File: src/rtl/alu_operand_stage.sv
// alu_operand_stage: decodes instruction fields into ALU operand pairs at
// capture time and holds them in a DEPTH-entry FIFO for the execute stage.
// Unsupported opcodes pass through with ALU_EN=0 and bump a saturating counter.
// Optional feature macro: ALU_OPERAND_FWD_EN (writeback bypass onto RS1/RS2 values).
module alu_operand_stage #(
  parameter int unsigned XLEN  = 32,
  parameter int unsigned DEPTH = 2,
  parameter int unsigned CNT_W = 8
) (
  input  logic             CLK,
  input  logic             RESET,
  input  logic             IN_VALID,
  output logic             IN_READY,
  input  logic [6:0]       OPCODE,
  input  logic [2:0]       FUNCT3,
  input  logic [4:0]       RS1,
  input  logic [4:0]       RS2,
  input  logic [XLEN-1:0]  RS1_DATA,
  input  logic [XLEN-1:0]  RS2_DATA,
  input  logic [XLEN-1:0]  PC,
  input  logic [11:0]      IMM12,
  input  logic [19:0]      U_IMM20,
  input  logic             WB_VALID,
  input  logic [4:0]       WB_RD,
  input  logic [XLEN-1:0]  WB_DATA,
  output logic             OUT_VALID,
  input  logic             OUT_READY,
  output logic [XLEN-1:0]  DATA0,
  output logic [XLEN-1:0]  DATA1,
  output logic             ALU_EN,
  output logic [2:0]       OUT_FUNCT3,
  output logic [CNT_W-1:0] ILLEGAL_CNT
);

  localparam int unsigned SH    = $clog2(XLEN);
  localparam int unsigned PW    = $clog2(DEPTH);
  localparam int unsigned OCC_W = PW + 1;
  localparam logic [OCC_W-1:0] FULL_CNT = OCC_W'(DEPTH);

  typedef enum logic [6:0] {
    OPC_LOAD   = 7'b0000011,
    OPC_OP_IMM = 7'b0010011,
    OPC_AUIPC  = 7'b0010111,
    OPC_STORE  = 7'b0100011,
    OPC_OP     = 7'b0110011,
    OPC_LUI    = 7'b0110111,
    OPC_JALR   = 7'b1100111
  } opcode_e;

  logic [XLEN-1:0]  rs1v, rs2v;
  logic [XLEN-1:0]  imm_sext, uimm, imm_shamt, rs2_shamt;
  logic             is_shift;
  logic [XLEN-1:0]  cap_d0, cap_d1;
  logic             cap_en, cap_illegal;

  logic [XLEN-1:0]  mem_d0 [DEPTH];
  logic [XLEN-1:0]  mem_d1 [DEPTH];
  logic             mem_en [DEPTH];
  logic [2:0]       mem_f3 [DEPTH];
  logic [PW-1:0]    wr_ptr, rd_ptr;
  logic [OCC_W-1:0] count;
  logic             enq, deq;

  // Source operand selection, optionally bypassing the writeback result
  always_comb begin
    rs1v = RS1_DATA;
    rs2v = RS2_DATA;
`ifdef ALU_OPERAND_FWD_EN
    if (WB_VALID && (WB_RD != 5'd0) && (WB_RD == RS1)) rs1v = WB_DATA;
    if (WB_VALID && (WB_RD != 5'd0) && (WB_RD == RS2)) rs2v = WB_DATA;
`endif
  end

`ifndef ALU_OPERAND_FWD_EN
  logic unused_fwd;
  assign unused_fwd = ^{WB_VALID, WB_RD, WB_DATA, RS1, RS2};
`endif

  assign imm_sext  = XLEN'(signed'(IMM12));
  assign uimm      = XLEN'(signed'({U_IMM20, 12'b0}));
  assign imm_shamt = XLEN'(IMM12[SH-1:0]);
  assign rs2_shamt = XLEN'(rs2v[SH-1:0]);
  assign is_shift  = (FUNCT3 == 3'b001) || (FUNCT3 == 3'b101);

  // Operand decode for the entry being captured this cycle
  always_comb begin
    cap_d0      = '0;
    cap_d1      = '0;
    cap_en      = 1'b1;
    cap_illegal = 1'b0;
    case (OPCODE)
      OPC_OP_IMM: begin
        cap_d0 = rs1v;
        cap_d1 = is_shift ? imm_shamt : imm_sext;
      end
      OPC_OP: begin
        cap_d0 = rs1v;
        cap_d1 = is_shift ? rs2_shamt : rs2v;
      end
      OPC_LOAD, OPC_STORE, OPC_JALR: begin
        cap_d0 = rs1v;
        cap_d1 = imm_sext;
      end
      OPC_LUI: begin
        cap_d0 = '0;
        cap_d1 = uimm;
      end
      OPC_AUIPC: begin
        cap_d0 = PC;
        cap_d1 = uimm;
      end
      default: begin
        cap_en      = 1'b0;
        cap_illegal = 1'b1;
      end
    endcase
  end

  // IN_READY depends only on stored occupancy, so a dequeue frees space next cycle
  assign IN_READY  = (count != FULL_CNT);
  assign OUT_VALID = (count != '0);
  assign enq       = IN_VALID && IN_READY;
  assign deq       = OUT_VALID && OUT_READY;

  // Head-of-queue view, forced to zero while empty (including during reset)
  assign DATA0      = OUT_VALID ? mem_d0[rd_ptr] : '0;
  assign DATA1      = OUT_VALID ? mem_d1[rd_ptr] : '0;
  assign ALU_EN     = OUT_VALID ? mem_en[rd_ptr] : 1'b0;
  assign OUT_FUNCT3 = OUT_VALID ? mem_f3[rd_ptr] : 3'b000;

  // Queue storage write; contents are don't-care until occupancy covers them
  always_ff @(posedge CLK) begin
    if (enq) begin
      mem_d0[wr_ptr] <= cap_d0;
      mem_d1[wr_ptr] <= cap_d1;
      mem_en[wr_ptr] <= cap_en;
      mem_f3[wr_ptr] <= FUNCT3;
    end
  end

  // Pointer and occupancy tracking
  always_ff @(posedge CLK or posedge RESET) begin
    if (RESET) begin
      wr_ptr <= '0;
      rd_ptr <= '0;
      count  <= '0;
    end else begin
      if (enq) wr_ptr <= wr_ptr + 1'b1;
      if (deq) rd_ptr <= rd_ptr + 1'b1;
      case ({enq, deq})
        2'b10:   count <= count + 1'b1;
        2'b01:   count <= count - 1'b1;
        default: count <= count;
      endcase
    end
  end

  // Saturating count of accepted unsupported opcodes
  always_ff @(posedge CLK or posedge RESET) begin
    if (RESET) begin
      ILLEGAL_CNT <= '0;
    end else if (enq && cap_illegal && (ILLEGAL_CNT != '1)) begin
      ILLEGAL_CNT <= ILLEGAL_CNT + 1'b1;
    end
  end

endmodule
File: config.mk
export PLATFORM = sky130hd
export DESIGN_NAME = alu_operand_stage
export DESIGN_NICKNAME = d
export VERILOG_FILES = /design/src/rtl/alu_operand_stage.sv
export SDC_FILE = /design/constraint.sdc
export NUM_CORES = 1
export LEC_CHECK = 0
export ABC_AREA = 1
export BUFFER_PORTS_ARGS = -buffer_cell sky130_fd_sc_hd__buf_2
export CORE_MARGIN = 2
export CORE_UTILIZATION = 51
export CTS_BUF_LIST = sky130_fd_sc_hd__clkbuf_4 sky130_fd_sc_hd__clkbuf_8
export DETAILED_ROUTE_END_ITERATION = 16
export PLACE_DENSITY_LB_ADDON = 0.3
export SLEW_MARGIN = 20
export SYNTH_ARGS = -nofsm -noshare
export SYNTH_HDL_FRONTEND = slang
export SYNTH_SLANG_ARGS = --single-unit
File: constraint.sdc
create_clock -name CLK -period 4.7 [get_ports CLK]
set_input_delay 1.175 -clock CLK [delete_from_list [all_inputs] [get_ports CLK]]
set_output_delay 1.175 -clock CLK [all_outputs]
set_load 0.03 [all_outputs]
==> run_results.csv <==
group,metric,value,unit
detailed_routing,first_pass_iters,4,
clocking,clock_path_buffers,2,
synth,async_flop_share,0.08108,
clocking,post-cts-setup-buffer-count,0,
pwr,combPwrFrac,0.440,
timing,timing.fmax,0.2818,GHz
pwr,power.density,601.6,nW/um2
timing,fin_crit,3.548,ns
hold_path,hp-class,"flop to flop",
clocking,clock_sinks,148,
clocking,ctsHtreeMaxLevel,4,
floorplanning,die_y,121.0,um
global_route,antenna_found_initial,3,
worst_setup_path,cp-start-kind,"flop",
synth,avgSynthCellArea,10.02,um2
clocking,path_clk_slew,0.08,ns
synth,ys.flop_type,"edfxtp_1",
place,hpwl,11.23,mm
final_layout,design_area,8592,um2
clocking,cts_buffers,17,
pwr,power_frac_seq,0.363,
timing,slew_viol_final,0,
synth,synth_most_common_cell,"nand2_1",
synth,synth_top_area_frac,0.5848,
floorplanning,dieArea,14640,um2
place,place.gp.congestion,0.8100,
clocking,clockRootBuffer,"clkbuf_8",
run,drv_cap,0,
global_route,grt_pass1_wl,26.98,mm
floorplanning,ios,268,
detailed_routing,drc,0,
detailed_routing,drt_iter0_drc,392,
floorplanning,start_util,0.5252,
synth,ys_seq_area_frac,0.6278,
timing,period_share,0.7549,
timing,rsz0062_at_grt,"false",
synth,syn-num-nets,889,
clocking,ctsResizeCount,0,
timing,setup_tns,0,ns
pwr,power.static_leakage,3.897,nW
global_route,gr-total-overflow,0,
pwr,sw_frac_of_total,0.4423,
detailed_routing,vias,5774,
timing,tightestPinTransition,0.9320,ns
place,io_buffers,219,
worst_setup_path,crit_type,"flop to output pin",
worst_setup_path,cpMaxStageDelayCell,"inv_2",
synth,netlist_instances,697,
timing,setup_viol,0,
worst_setup_path,crit_fanout,44,
detailed_routing,routed_via_density,5.292,
worst_setup_path,path_cells,"inv_2 > buf_4 > nand2_1 > a21oi_1 > buf_2",
final_layout,drive_gt1_frac,0.3111,
synth,synth_area_leaders,"edfxtp_1, nand2_1, a21oi_1",
pwr,net-switching-power,2.286,mW
pwr,vdd_drop_max,0.5378,mV
detailed_routing,antenna_left,0,
detailed_routing,drt_wl_total,17.55,mm
outcome,status,"finished, final reports clean",
worst_setup_path,cp-end-kind,"output pin",
final_layout,nNetsFinal,1092,
worst_setup_path,slowest_delay,0.59,ns
clocking,cts_hold_buf,0,
global_route,grt_pass1_vias,5423,
pwr,power.clock.fraction,0.197,
clocking,cts_tree,"built",
synth,synth-edff-count,136,
synth,synth_common_cells,"nand2_1, edfxtp_1, a21oi_1",
final_layout,areaGrowthSynthToFinish,23.04,%
detailed_routing,wl_per_cell,16.09,um
worst_setup_path,arrival,2.37,ns
floorplanning,coreArea,13300,um2
pwr,p_int,2.883,mW
global_route,track_usage,0.2413,
synth,yosysWarnings,0,
floorplanning,rows,42,
timing,slew_headroom,0.3780,
synth,synth-seq-cells,148,
synth,yosysTopAreaCell,"edfxtp_1",
worst_setup_path,cp.required,3.52,ns
clocking,clk-insertion-delay-late,0.44,ns
timing,final_hold_viol_count,0,
synth,syn_area,6983,um2
global_route,grt_max_degree,71,
place,place_area,8179,um2
synth,ys_types,28,
timing,fin_skew,0.008700,ns
floorplanning,die_width,121.0,um
## power groups by stage
stage | registers [mW] | clock network [mW] | logic (mW)
floorplan | 1.94 | 0 | 1.54
global placement | 1.89 | 0 | 2.27
detailed placement | 1.91 | 0 | 2.29
CTS | 1.88 | 1.03 | 2.30
global route | 1.91 | 1.09 | 2.45
finish | 1.88 | 1.02 | 2.27
## path summary, 6_finish.rpt
check / cells past startpoint / startpoint / to / slack [ns]
max in group asynchronous: 2 / RESET / rd_ptr / 3.62
hold reg to reg: 2 / ILLEGAL_CNT[5] / ILLEGAL_CNT[5] / 0.55
min in group asynchronous: 2 / RESET / ILLEGAL_CNT[3] / 0.74
setup / recovery: 5 / rd_ptr / DATA1[2] / 1.15
setup reg to reg: 7 / count[0] / count[1] / 2.51
hold / removal: 2 / ILLEGAL_CNT[5] / ILLEGAL_CNT[5] / 0.55
## routing by layer
layer,GRT usage,up-vias,part of all wire
met2,0.4150,236,0.49
li1,-,2825,-
met5,0,-,0.00091
met1,0.2948,2685,0.41
met4,0.08067,2,0.015
met3,0.06391,26,0.086
## final cells by class
cell class	count	area, um2
Fill cell	1082	4703
Sequential cell	148	4385
Multi-Input combinational cell	478	2291
Timing Repair Buffer	226	1174
Clock buffer	19	249.0
Tap cell	176	220.2
Clock inverter	13	158.9
Inverter	29	108.9
Antenna cell	2	5.005
## cells by family (layout without fill, tap and decap cells)
family	after synthesis	after routing	share of synthesized area
AND/OR/NAND/NOR	355	355	0.2308
other	0	2	0
AO/OA/AOI/OAI	115	115	0.08296
flip-flops	148	148	0.6278
adder cells (fa/ha/maj)	2	2	0.003583
XOR/XNOR	6	6	0.007525
buffers and inverters	71	287	0.04730
## sequential cells by signal (all words and copies together) (netlist names)
| name | count |
|---|---|
| mem_d0 | 64 |
| mem_d1 | 64 |
| ILLEGAL_CNT | 8 |
| mem_f3 | 6 |
| count | 2 |
| mem_en | 2 |
| rd_ptr | 1 |
| wr_ptr | 1 |
## metrics by stage
step           std cells  utilization  hold slack (ns)  setup WS (ns)  power (mW)
3_3_place_gp        1057       0.6152           0.5224          1.513       4.162
2_1_floorplan        697            -           0.4687        0.03849       3.483
6_report            1091       0.6462           0.5485          1.152       5.169
4_1_cts             1089       0.6459           0.5481          1.077       5.211
3_5_place_dp        1057       0.6152           0.5292          1.522       4.199
5_1_grt             1089       0.6459           0.6003         0.9402       5.436
## worst max-delay path: cells and delay by family (launching register included)
kind | cells | cell delay (ns)
and+or+nand+nor | 1 | 0.08
DFF | 1 | 0.42
buffers and inverters | 3 | 1.25
AOI/OAI and AO/OA | 1 | 0.17
## layout by cell type (no fill, tap or decap), types with 4 or more instances in the layout
master and instances:
nand2_1 249, nor2_4 7, dfrtp_1 11, o21ai_0 41, edfxtp_1 136, o21ai_1 4
a21oi_1 69, xnor2_1 4, inv_2 6, buf_2 219, nand4_1 31, nor2_1 9
nand3_1 45, clkinvlp_4 5, inv_1 21, buf_4 5, clkbuf_8 17
Power figures use the tool's default switching activity.
